<file path="src/rtl/phy_rx_deserializer.sv">
// phy_rx_deserializer
// Receive side of the two-lane serial link. Each lane delivers one bit per
// clk_32f edge, MSB first. The block finds byte alignment from the COM idle
// symbol, declares sync after COMS_TO_SYNC aligned COM pairs, then rebuilds
// 32-bit words striped as lane0 = byte3,byte2 and lane1 = byte1,byte0.
module phy_rx_deserializer #(
    parameter logic [7:0]  COM_BYTE     = 8'hBC,
    parameter int unsigned COMS_TO_SYNC = 4
) (
    input  logic        clk_32f,
    input  logic        reset,
    input  logic        Data_in_1bit_0,
    input  logic        Data_in_1bit_1,
    output logic [31:0] Data_out,
    output logic        valid_out,
    output logic        active_out
);

    typedef enum logic [1:0] {
        SEARCH = 2'd0,
        COUNT  = 2'd1,
        SYNC   = 2'd2
    } state_e;

    localparam logic [3:0] SYNC_CNT = 4'(COMS_TO_SYNC);

    state_e      state_q, state_d;

    // Only the last seven bits of each lane are stored: the eighth bit of the
    // post-shift byte is the live lane input, so every decision on this edge
    // sees the byte exactly as it will sit in the shift register afterwards.
    logic [6:0]  sr0_q, sr1_q;
    logic [7:0]  byte0_d, byte1_d;

    logic [2:0]  bit_cnt_q, bit_cnt_d;
    logic [3:0]  com_cnt_q, com_cnt_d;
    logic        half_q, half_d;
    logic [7:0]  hold_hi_q, hold_hi_d;   // word bits [31:24] from lane 0
    logic [7:0]  hold_lo_q, hold_lo_d;   // word bits [15:8]  from lane 1
    logic [31:0] data_q, data_d;
    logic        valid_q, valid_d;

    logic        com0, com1;
    logic        boundary;

    assign byte0_d  = {sr0_q, Data_in_1bit_0};
    assign byte1_d  = {sr1_q, Data_in_1bit_1};
    assign com0     = (byte0_d == COM_BYTE);
    assign com1     = (byte1_d == COM_BYTE);

    // The boundary edge is the one that shifts in bit 0 of a byte.
    assign boundary = (bit_cnt_q == 3'd7);

    // Alignment FSM and word assembly: next-state and datapath decisions.
    always_comb begin
        // NOTE: every variable gets a default first so no path can leave it
        // unassigned; a missing default here would infer a latch.
        state_d   = state_q;
        bit_cnt_d = bit_cnt_q + 3'd1;
        com_cnt_d = com_cnt_q;
        half_d    = half_q;
        hold_hi_d = hold_hi_q;
        hold_lo_d = hold_lo_q;
        data_d    = data_q;
        valid_d   = 1'b0;

        unique case (state_q)
            SEARCH: begin
                // Unaligned: look at every edge. A COM pair defines the byte
                // grid, so this edge becomes a boundary and counting restarts.
                if (com0 && com1) begin
                    bit_cnt_d = 3'd0;
                    com_cnt_d = 4'd1;
                    state_d   = (SYNC_CNT == 4'd1) ? SYNC : COUNT;
                end
            end

            COUNT: begin
                if (boundary) begin
                    if (com0 && com1) begin
                        com_cnt_d = com_cnt_q + 4'd1;
                        if (com_cnt_q + 4'd1 == SYNC_CNT) begin
                            state_d = SYNC;
                        end
                    end else begin
                        com_cnt_d = 4'd0;
                        state_d   = SEARCH;
                    end
                end
            end

            SYNC: begin
                if (boundary) begin
                    if (com0 && com1) begin
                        // Idle pair: a half-built word can never be completed.
                        half_d = 1'b0;
                    end else if (!com0 && !com1) begin
                        if (!half_q) begin
                            hold_hi_d = byte0_d;
                            hold_lo_d = byte1_d;
                            half_d    = 1'b1;
                        end else begin
                            data_d  = {hold_hi_q, byte0_d, hold_lo_q, byte1_d};
                            valid_d = 1'b1;
                            half_d  = 1'b0;
                        end
                    end else begin
                        // Lanes disagree on idle: alignment is lost. This
                        // takes priority over completing a word.
                        half_d    = 1'b0;
                        com_cnt_d = 4'd0;
                        state_d   = SEARCH;
                    end
                end
            end

            default: begin
                state_d = SEARCH;
            end
        endcase
    end

    // State, shift history and output registers with asynchronous reset.
    always_ff @(posedge clk_32f or negedge reset) begin
        if (!reset) begin
            state_q   <= SEARCH;
            sr0_q     <= '0;
            sr1_q     <= '0;
            bit_cnt_q <= '0;
            com_cnt_q <= '0;
            half_q    <= 1'b0;
            hold_hi_q <= '0;
            hold_lo_q <= '0;
            data_q    <= '0;
            valid_q   <= 1'b0;
        end else begin
            // NOTE: non-blocking assignments so every register samples the
            // values from before this edge, independent of statement order.
            state_q   <= state_d;
            sr0_q     <= byte0_d[6:0];
            sr1_q     <= byte1_d[6:0];
            bit_cnt_q <= bit_cnt_d;
            com_cnt_q <= com_cnt_d;
            half_q    <= half_d;
            hold_hi_q <= hold_hi_d;
            hold_lo_q <= hold_lo_d;
            data_q    <= data_d;
            valid_q   <= valid_d;
        end
    end

    assign Data_out   = data_q;
    assign valid_out  = valid_q;
    assign active_out = (state_q == SYNC);

endmodule

</file>
<file path="config.mk">
export PLATFORM = sky130hd
export DESIGN_NAME = phy_rx_deserializer
export DESIGN_NICKNAME = d
export VERILOG_FILES = /design/src/rtl/phy_rx_deserializer.sv
export SDC_FILE = /design/constraint.sdc
export NUM_CORES = 1
export LEC_CHECK = 0
export BUFFER_PORTS_ARGS = -buffer_cell sky130_fd_sc_hd__buf_2
export CELL_PAD_IN_SITES_DETAIL_PLACEMENT = 1
export CELL_PAD_IN_SITES_GLOBAL_PLACEMENT = 1
export CORE_UTILIZATION = 45
export CTS_BUF_LIST = sky130_fd_sc_hd__clkbuf_8
export DETAILED_ROUTE_END_ITERATION = 12
export PLACE_DENSITY = 0.78
export SLEW_MARGIN = 10
export SYNTH_ARGS = -nofsm -noshare
export SYNTH_HDL_FRONTEND = slang
export SYNTH_SLANG_ARGS = --single-unit
export TNS_END_PERCENT = 5
</file>
<file path="constraint.sdc">
create_clock -name clk_32f -period 2.1 [get_ports clk_32f]
set_input_delay 0.105 -clock clk_32f [delete_from_list [all_inputs] [get_ports clk_32f]]
set_output_delay 0.105 -clock clk_32f [all_outputs]
set_load 0.02 [all_outputs]
</file>
==> summary by stage, run 1 <==
Outcome
The flow ran to the end, but the final reports show violations. The checks that failed: setup timing.

Global routing
The total grt overflow is 0. The global-route usage over all layers is 21.1%. The maximum number of pins on one net before global-route repair is 32. The first-pass GRT wire length is 10.0 mm. The initial antenna violation count came to 0. The number of global-route vias before repair came to 1977.

Critical path
The cell type of the slowest stage on the worst timing path is or4b_4. The kind of end point of the critical path is a register. In this run the worst setup path terminates at com_cnt_q[0]$_DFFE_PN0P_. Along the worst path, the maximum fanout reaches 6. The category of the critical setup timing path is reg2reg. The startpoint identified for the worst register-to-register timing path is sr0_q[5]$_DFF_PN0_. The endpoint identified for the worst register-to-register timing path is com_cnt_q[0]$_DFFE_PN0P_. STA classifies the critical path startpoint as a register. Data on the critical path arrives at its endpoint at 2470 ps. The reg-to-reg setup timing slack is -140 ps. The critical path goes through or4b_4 -> o211a_1 -> o311a_4 -> and2_4 -> mux2_4. At the worst endpoint, the required time is 2330 ps. The delay of the slowest critical-path stage is 620 ps. For the worst flop-to-flop path, the logic depth is 5. The critical path starts at sr0_q[5]$_DFF_PN0_.

Hold path
The worst hold path startpoint is Data_in_1bit_0. The path class of the lowest-slack min-delay path is in2reg.

Yosys
In the synthesized netlist the dominant register cell turns out to be dfrtp_1. Yosys mapped a number of flops with a built-in enable equal to 0. After synthesis the netlist holds a flip-flop and latch count of 73. The number of nets handed over by synthesis was 200. For this run, the register share of the synthesized area comes to 62.9%. For this run, the number of Yosys warnings is 0. In this run the mean area of a mapped cell was 15.5 um2.

The synthesized instance count is 187. The count of distinct cell types in the synthesized netlist is 40. The synthesized netlist occupies a cell area of 2900 um2. For this run, asynchronously set or reset flops after synthesis account for 100%.

Power and ir drop
IR analysis of the VDD net gives a maximum drop of 0.420 mV. Dividing total power by cell area gives a power density of 768 nW/um2. Combinational logic is responsible for 13.9% of the overall power. Net switching is 25.7% of the power. The leakage power figure is 1.96 nW. Summed over all nets, the switching power comes to 0.000725 W.

The internal portion of the total power is 0.00209 W. Total power for the finished layout comes to 0.00282 W. The sequential cell fraction of total power is 52.4%. The share of total power in the clock network is 33.7%.

STA
The final count of negative-setup-slack endpoints is 37. Setup repair after global routing could not meet its margin everywhere. The hold violation count in the final report is 0. In the post-route analysis, the smallest setup slack over all paths is -141 ps. The routed design could run at a clock period as short as 2240 ps. At the pin with the least slew margin, the transition time is 597 ps. After routing, the total negative slack on setup checks comes to -1900 ps. The total count of max-transition violations in the final report is 0. The worst pin sits at a relative slew slack of 60.2%. The post-route fraction of the period consumed by the critical path is 107%. The clock tree skew after final layout is 6.04 ps. For this run, the top clock speed supported by timing is 0.446 GHz.

Detailed routing
The count of nets left with antenna violations once routing finished came out at 0. For this run, design rule violations remaining after detail routing come to 0. The number of DRC markers in iteration 0 is 45. The first TritonRoute pass finished after 4 iterations.

The routed wire length is 6.19 mm. The average wire length per cell after detail routing is 17.8 um. Dividing the detail-routed via count by the number of cells gives 5.30. For this block, the via count after detailed routing is 1840.

Finish
The number of antenna repair diodes is 0. The filler cell count is 592. In the layout the commonest cells are dfrtp_1 (73), mux2_2 (48), buf_2 (37).

The share of cells above drive strength 1 is 52.6%. The most common cell after layout, fill and taps aside is dfrtp_1. The net count of the finished layout is 280. The signed area change from the synthesized netlist to the final layout is 26.4%.

Floorplanning
The core outline area is 6060 um2. The initialized floorplan defines 28 standard-cell rows. The die is 82.3 um tall. The die width is 82.3 um. The initial utilization of the core area, before any placement, comes to 47.9%. The total die area is 6780 um2. The number of top-level pins is 38.

Placed design
The number of port buffers is 37. The routability-driven placement congestion ratio is 0.764. The minimum setup slack after placement is -179 ps.

After legalization and detailed placement, the total HPWL measured 4.27 mm.

Clocking
TritonCTS built the clock tree. Counting along the longest clock path gives a buffer depth of 2. The number of levels the H-tree was split into is 3. Clock tree synthesis found a total of 73 sinks. The clock-pin slew on the worst setup and hold paths is 70 ps. Buffers inserted during clock tree synthesis total 9. Clock tree synthesis selected as its root buffer the cell clkbuf_8. The later pin in the worst-skew pair is clocked with a latency of 340 ps.

Flow run
The max-capacitance violation count is 0.
==> logic make-up after synthesis <==
family | Yosys count | share of synthesized area [%]
buf+inv | 10 | 1.55
flops | 73 | 62.9
compound gates | 18 | 5.35
fa+ha+maj | 9 | 3.88
mux | 50 | 19.5
simple gates | 27 | 6.77
==> timing repair <==
item / in CTS / in global routing
pin swaps: 5 / 3
hold buffers: 3 / 0
buffers inserted: 4 / 1
hold endpoints to repair: 25 / 0
resized for setup: 2 / 4
setup endpoints to repair: 53 / 37
==> cells in the mapped netlist (all sizes together), types with 2 or more instances <==
library cell  instances  area, um2
a21boi                2       15.0
a21oi                 3       15.0
and2                  3       21.3
buf                   4       22.5
dfrtp                73       1830
ha                    9        113
inv                   6       22.5
mux2                 50        567
nand2                 4       15.0
nand3                 3       15.0
nor2                  3       11.3
nor2b                 2       12.5
nor3                  2       10.0
nor4                  2       33.8
==> flip-flops by register name, indices dropped and copies added (netlist names) <==
signal and flops:
com_cnt_q 4, state_q 2, sr0_q 7, valid_out 1, hold_hi_q 8, bit_cnt_q 3, half_q 1, sr1_q 7
hold_lo_q 8, Data_out 32
==> per-stage QoR <==
stage	std cells	util (%)	cell area (um2)	hold slack, ps
detailed placement	323	56.2	3400	137
finish	347	60.5	3670	48.4
global route	347	60.5	3670	29.8
global placement	323	56.2	3400	127
floorplan	187	-	2910	-191
CTS	346	60.3	3650	31.3
==> layout make-up <==
type	count	area, um2	share of cell area, %
clock buffer	10	138	3.75
clock inverter	6	35.0	0.955
timing repair buffer	73	492	13.4
tap	75	93.8	2.56
inverter	6	22.5	0.614
sequential	73	1830	49.8
multi-input combinational	104	1060	28.9
==> power groups by stage <==
stage,sequential [W],combinational [W],clock [W]
2_1_floorplan,0.00150,0.000193,0
3_3_place_gp,0.00150,0.000326,0
3_5_place_dp,0.00151,0.000348,0
4_1_cts,0.00148,0.000387,0.000979
5_1_grt,0.00148,0.000433,0.00104
6_report,0.00148,0.000391,0.000950
==> critical path, delay by kind of cell (launching register included) <==
family / cells / cell delay, ps
DFF: 1 / 420
muxes: 1 / 290
AOI/OAI and AO/OA: 2 / 600
and+or+nand+nor: 2 / 810
==> worst min path at each step <==
stage | end | cells past startpoint
detailed placement | Data_out[6]$_DFFE_PN0P_ | 1
floorplan | Data_out[0]$_DFFE_PN0P_ | 0
finish | hold_hi_q[0]$_DFFE_PN0P_ | 2
global route | hold_hi_q[0]$_DFFE_PN0P_ | 2
global placement | Data_out[6]$_DFFE_PN0P_ | 1
CTS | hold_hi_q[0]$_DFFE_PN0P_ | 2
==> layer usage <==
metal / GRT usage (%) / wire length, um / up-vias
met3: 5.82 / 179 / 14
met4: 9.12 / 126 / 0
met2: 36.7 / 3270 / 32
met5: 0 / 0 / -
met1: 24.3 / 2620 / 959
li1: - / - / 835
Power figures use the tool's default switching activity.
==> run 2: changes to the inputs <==
- CORE_UTILIZATION: 45 -> 50
- PLACE_DENSITY: 0.78 -> 0.82
- clock period: 2.1 -> 2.6 ns (I/O delays scaled with it)
==> summary by stage, run 2 (synthesis results as in run 1) <==
Detailed routing
The routed via count divided by cell count is 5.51 (was 5.30). The residual DRC count is 0 (unchanged). The average wire length per cell after detail routing is 18.4 um (was 17.8 um). The routed wire length is 5.79 mm (was 6.19 mm). The number of vias after detailed routing is 1735 (was 1840). The count of nets left with antenna violations after detail routing came to 0 (unchanged).

The total iterations of the first detailed-routing run is 4 (unchanged). The number of DRC markers in iteration 0 is 59 (was 45).

Global routing
The global-route usage over all layers came to 22.0% (was 21.1%). The global-route track usage on met2 is 35.6% (was 36.7%). The met1 usage in global routing is 29.1% (was 24.3%). The maximum number of pins on one net before global-route repair is 34 (was 32). The first-pass GRT wire length is 10.1 mm (was 10.0 mm). The most used routing layer is met2 (unchanged). The total grt overflow came to 0 (unchanged). The initial antenna violation count is 0 (unchanged). The number of global-route vias before repair was 1928 (was 1977). The met3 track demand over resource in global routing came to 4.65% (was 5.82%).

Critical path
The cell count of the worst reg-to-reg path was 5 (unchanged). The timing endpoint of the critical path is com_cnt_q[2]$_DFFE_PN0P_ (was com_cnt_q[0]$_DFFE_PN0P_). The delay of the slowest critical-path stage is 550 ps (was 620 ps). The type of element launching the critical path is an input pin (was register).

The origin of the worst setup path is Data_in_1bit_0 (was sr0_q[5]$_DFF_PN0_). Worst-path cell chain: dlygate4sd3_1 -> buf_2 -> or4b_4 -> nor4_4 -> nand2_1 -> o311ai_0 -> a32o_1 (was or4b_4 -> o211a_1 -> o311a_4 -> and2_4 -> mux2_4). The maximum fanout along the worst path is 6 (unchanged).

The category of the critical setup timing path is in2reg (was reg2reg). The critical path data required time is 2870 ps (was 2330 ps). The capturing point of the worst reg2reg path is com_cnt_q[2]$_DFFE_PN0P_ (was com_cnt_q[0]$_DFFE_PN0P_).

The reg-to-reg setup timing slack is 310 ps (was -140 ps). The arrival time reported for the critical path endpoint is 2580 ps (was 2470 ps). The startpoint of the most critical register-to-register path is sr0_q[5]$_DFF_PN0_ (unchanged).

The kind of end point of the critical path was a register (unchanged). The cell type of the slowest stage on the worst timing path was dlygate4sd3_1 (was or4b_4).

Clocking
The clock tree root buffer cell is clkbuf_8 (unchanged). The clock-pin slew on the worst setup and hold paths is 80 ps (was 70 ps). The number of resized instances in the post-cts repair step is 0 (was 2). The CTS tree is built (unchanged). The number of buffers created by CTS is 9 (unchanged).

The number of levels the H-tree was split into is 3 (unchanged). The TritonCTS sink count is 73 (unchanged). The number of buffers on the longest clock path is 2 (unchanged). The latest clock arrival within the worst-skew pair came to 340 ps (about the same).

STA
The final count of negative-setup-slack endpoints is 0 (was 37). The hold violation count in the final report is 0 (unchanged). The actual slew at the worst max-slew pin came to 557 ps (was 597 ps). Setup repair after global routing missed its margin: no (was yes). The clock tree skew after final layout was 10.2 ps (was 6.04 ps).

Timing would allow up to 0.435 GHz. The aggregate negative setup slack is 0 ps (was -1900 ps). The worst path needs 2300 ps of the cycle, external delays included. The post-route fraction of the period consumed by the critical path is 88.5%. The total count of max-transition violations in the final report is 0 (unchanged). The worst slew margin relative to its limit came to 62.9% (was 60.2%).

Outcome
Status: finished, final reports clean (was finished, violations left).

Placed design
The routability-driven placement congestion ratio is 0.823 (was 0.764). The HPWL reported at the end of detailed placement came to 3.78 mm (was 4.27 mm). The number of port buffers is 37 (unchanged).

The cell area reported after detailed placement is 3210 um2 (was 3400 um2).

Finish
The net count of the finished layout is 251 (was 280). The share of cells above drive strength 1 is 46.1% (was 52.6%). The flip-flop count of the largest register after layout is 32 (unchanged). Most used cells in the layout excluding fill and tap cells: dfrtp_1 (73), mux2_2 (48), buf_2 (37) (unchanged). The filler cell count is 545 (was 592). The signed area change from the synthesized netlist to the final layout was 19.0% (was 26.4%). The final cell area excluding filler cells is 3450 um2 (was 3670 um2). The number of antenna repair diodes came to 0 (unchanged). The most common cell after layout, fill and taps aside is dfrtp_1 (unchanged).

Floorplanning
The total die area is 6110 um2 (was 6780 um2). The die width is 78.2 um (was 82.3 um). The core outline area was 5540 um2 (was 6060 um2). The cell row count was 27 (was 28).

The number of top-level pins was 38 (unchanged). The vertical die dimension was 78.2 um (was 82.3 um). The initial cell density of the core is 52.4% (was 47.9%).

Hold path
The path class of the lowest-slack min-delay path is in2async (was in2reg).

Power and ir drop
The power density over cell area is 698 nW/um2 (was 768 nW/um2). The leakage power figure was 1.82 nW (was 1.96 nW). The peak supply drop is 0.364 mV (was 0.420 mV).

Flow run
The max-capacitance violation count came to 0 (unchanged).
run 2: area by class of cell:
| cell class | count | area (um2) | share of cell area (%) |
|---|---|---|---|
| Sequential cell | 73 | 1830 | 52.9 |
| Multi-Input combinational cell | 104 | 1040 | 30.1 |
| Timing Repair Buffer | 44 | 258 | 7.46 |
| Clock buffer | 9 | 124 | 3.59 |
| Clock inverter | 7 | 92.6 | 2.68 |
| Tap cell | 72 | 90.1 | 2.61 |
| Inverter | 6 | 22.5 | 0.652 |
run 2: power breakdown:
part | leakage [nW] | total, W | switching (W) | internal, W
Combinational | 0.735 | 0.000226 | 0.000120 | 0.000105
Sequential | 0.969 | 0.00121 | 0.0000419 | 0.00117
Clock | 0.113 | 0.000977 | 0.000436 | 0.000540
Total | 1.82 | 0.00241 | 0.000598 | 0.00181
run 2: metrics by stage:
step / hold WS (ps) / setup slack (ps) / cells / utilization [%] / total power, W
finish: 307 / 299 / 315 / 62.3 / 0.00241
global route: 342 / 195 / 315 / 62.3 / 0.00250
CTS: 314 / 367 / 315 / 62.3 / 0.00242
detailed placement: 151 / 384 / 296 / 57.9 / 0.00145
global placement: 148 / 457 / 296 / 57.9 / 0.00143
floorplan: -166 / 404 / 187 / - / 0.00137
run 2: what timing repair did:
action,4_1_cts,5_1_grt
setup buffers,0,0
hold buffers,3,0
endpoints found under the hold margin,26,0
run 2: worst max-delay path: cells and delay by family:
| kind | cells | cell delay [ps] |
|---|---|---|
| AO/OA/AOI/OAI | 2 | 680 |
| buffers and inverters | 2 | 710 |
| AND/OR/NAND/NOR | 3 | 1060 |
run 2: worst min-delay path by stage:
stage | start | endpoint | cells past startpoint
detailed placement | reset | Data_out[5]$_DFFE_PN0P_ | 1
CTS | reset | Data_out[28]$_DFFE_PN0P_ | 2
floorplan | reset | Data_out[0]$_DFFE_PN0P_ | 0
global route | reset | Data_out[6]$_DFFE_PN0P_ | 2
global placement | reset | Data_out[5]$_DFFE_PN0P_ | 1
finish | reset | Data_out[13]$_DFFE_PN0P_ | 2
run 2: layer usage:
| layer | vias up | share of wire (%) |
|---|---|---|
| li1 | 776 | - |
| met5 | - | 0 |
| met4 | 0 | 0.71 |
| met1 | 925 | 46 |
| met3 | 4 | 3.0 |
| met2 | 30 | 50 |
==> run 3: changes to the inputs <==
- PLACE_DENSITY: 0.82 -> 0.92
==> summary by stage, run 3 (synthesis results as in run 1) <==
Critical path
The largest delay contributor family on the critical path is simple AND/OR/NAND/NOR gates (unchanged). The combined buffer and inverter count along the critical path came to 0 (was 2). Worst-path cell chain: or4b_4 -> nor4_4 -> nand2_1 -> o21ai_1 -> mux2_1 (was dlygate4sd3_1 -> buf_2 -> or4b_4 -> nor4_4 -> nand2_1 -> o311ai_0 -> a32o_1). The cell count of the worst reg-to-reg path is 5 (unchanged). The kind of end point of the critical path is a register (unchanged). The category of the critical setup timing path is reg2reg (was in2reg).

The maximum fanout along the worst path came to 6 (unchanged). The delay of the slowest critical-path stage is 590 ps (was 550 ps). The count of cell instances traversed by the critical path is 5 (was 7). The cell type of the slowest stage on the worst timing path is or4b_4 (was dlygate4sd3_1). The type of element launching the critical path is a register (was input pin).

The arrival time reported for the critical path endpoint is 2520 ps (was 2580 ps). The critical path data required time is 2810 ps (was 2870 ps).

STA
The hold violation count in the final report is 0 (unchanged). The aggregate negative setup slack is 0 ps (unchanged). The actual slew at the worst max-slew pin was 915 ps (was 557 ps). The worst slew margin relative to its limit is 39.0% (was 62.9%).

The post-route fraction of the period consumed by the critical path is 88.8% (was 88.5%). The total count of max-transition violations in the final report is 0 (unchanged). The achievable frequency was 0.433 GHz (was 0.435 GHz). The final count of negative-setup-slack endpoints was 0 (unchanged). The final critical path time including I/O delays and setup was 2310 ps (was 2300 ps). Setup repair after global routing missed its margin: no (unchanged).

The clock tree skew after final layout is 11.0 ps (was 10.2 ps).

Clocking
The number of buffers created by CTS is 9 (unchanged). The TritonCTS sink count is 73 (unchanged). The number of levels the H-tree was split into is 3 (unchanged). The CTS tree was built (unchanged).

The clock-pin slew on the worst setup and hold paths was 70 ps (was 80 ps). The number of resized instances in the post-cts repair step came to 0 (unchanged). The clock tree root buffer cell is clkbuf_8 (unchanged). The number of buffers on the longest clock path came to 2 (unchanged).

The latest clock arrival within the worst-skew pair is 340 ps (about the same).

Finish
The number of antenna repair diodes was 0 (unchanged). The non-filler instance count after layout came to 316 (was 315). The flip-flop count of the largest register after layout is 32 (unchanged).

The net count of the finished layout was 252 (was 251). The share of cells above drive strength 1 was 45.5% (was 46.1%). The most common cell after layout, fill and taps aside is dfrtp_1 (unchanged).

Most used cells in the layout excluding fill and tap cells: dfrtp_1 (73), mux2_2 (48), buf_2 (37) (unchanged). The signed area change from the synthesized netlist to the final layout is 18.6% (was 19.0%).

Global routing
The global-route usage over all layers is 23.7% (was 22.0%). The maximum number of pins on one net before global-route repair was 43 (was 34). The initial antenna violation count was 0 (unchanged).

The first-pass GRT wire length is 10.6 mm (was 10.1 mm). The total grt overflow is 0 (unchanged). The number of global-route vias before repair is 1936 (was 1928).

Detailed routing
The length of routed met3 wiring was 173 um (was 172 um). The count of nets left with antenna violations after detail routing came to 0 (unchanged). The number of DRC markers in iteration 0 was 83 (was 59). The routed wire length is 6.34 mm (was 5.79 mm). The average wire length per cell after detail routing is 20.1 um (was 18.4 um). The number of vias after detailed routing is 1727 (was 1735). The detailed-routed wire length on met2 is 3.37 mm (was 2.91 mm). The wire length on met1 is 2.69 mm (was 2.66 mm).

The total iterations of the first detailed-routing run is 2 (was 4). The routed via count divided by cell count is 5.47 (was 5.51). The residual DRC count came to 0 (unchanged). The highest metal layer with signal wires is met4 (unchanged).

Floorplanning
The total die area is 6110 um2 (unchanged). The cell row count is 27 (unchanged). The core outline area was 5540 um2 (unchanged). The number of top-level pins is 38 (unchanged).

The initial cell density of the core is 52.4% (unchanged). The vertical die dimension was 78.2 um (unchanged). The die width is 78.2 um (unchanged).

Outcome
Status: finished, final reports clean (unchanged).

Placed design
The number of port buffers is 37 (unchanged). The routability-driven placement congestion ratio is 0.718 (was 0.823). The HPWL reported at the end of detailed placement is 4.33 mm (was 3.78 mm). The number of cells in the design after placement is 297 (was 296).

Power and ir drop
The leakage power figure is 1.81 nW (was 1.82 nW). The peak supply drop was 0.414 mV (was 0.364 mV). The power density over cell area was 697 nW/um2 (was 698 nW/um2).

Hold path
The path class of the lowest-slack min-delay path is reg2reg (was in2async). Along the worst hold path, the cell count comes to 1.

Flow run
The max-capacitance violation count is 0 (unchanged).
## run 3: changes by cell type in the layout (fill, tap and decap cells not counted), moves of 2 or more
cell | previous run | this run
clkinv_2 | 3 | 1
inv_1 | 6 | 8
clkinvlp_4 | 0 | 2
buf_4 | 3 | 5
## run 3: metal layers
layer | up-vias | GRT usage [%]
met1 | 898 | 29.6
met3 | 12 | 4.88
met2 | 29 | 40.4
met4 | 0 | 9.26
met5 | - | 0
li1 | 788 | -
## run 3: worst paths after layout
| kind | from | endpoint | slack (ps) |
|---|---|---|---|
| max | sr0_q[0]$_DFF_PN0_ | state_q[0]$_DFFE_PN0P_ | 290 |
| min in group asynchronous | reset | Data_out[20]$_DFFE_PN0P_ | 460 |
| max in group asynchronous | reset | sr1_q[0]$_DFF_PN0_ | 1330 |
| max reg2reg | sr0_q[0]$_DFF_PN0_ | state_q[0]$_DFFE_PN0P_ | 290 |
| min | bit_cnt_q[0]$_DFF_PN0_ | bit_cnt_q[0]$_DFF_PN0_ | 450 |
| min reg2reg | bit_cnt_q[0]$_DFF_PN0_ | bit_cnt_q[0]$_DFF_PN0_ | 450 |
## run 3: repair_timing
action | in CTS | in global routing
hold buffers | 3 | 0
hold endpoints to repair | 42 | 0
setup buffers | 0 | 0
## run 3: through the flow
step                utilization [%]  power (W)  setup WS, ps  instance area (um2)  hold slack [ps]
floorplan                         -    0.00137           404                 2900             -166
global placement               57.8    0.00143           416                 3200              294
detailed placement             57.8    0.00146           330                 3200              301
CTS                            62.2    0.00242           253                 3440              441
global route                   62.2    0.00250           177                 3440              447
finish                         62.2    0.00240           291                 3440              446
## run 3: power breakdown
| part | switching [W] | internal [W] |
|---|---|---|
| clock | 0.000424 | 0.000532 |
| combinational | 0.000129 | 0.000107 |
| sequential | 0.0000442 | 0.00117 |
## run 3: final cells by class
type                            count  area [um2]
Clock buffer                        9         124
Clock inverter                      7        87.6
Fill cell                         567        2100
Inverter                            6        22.5
Multi-Input combinational cell    104        1040
Sequential cell                    73        1830
Tap cell                           72        90.1
Timing Repair Buffer               45         253
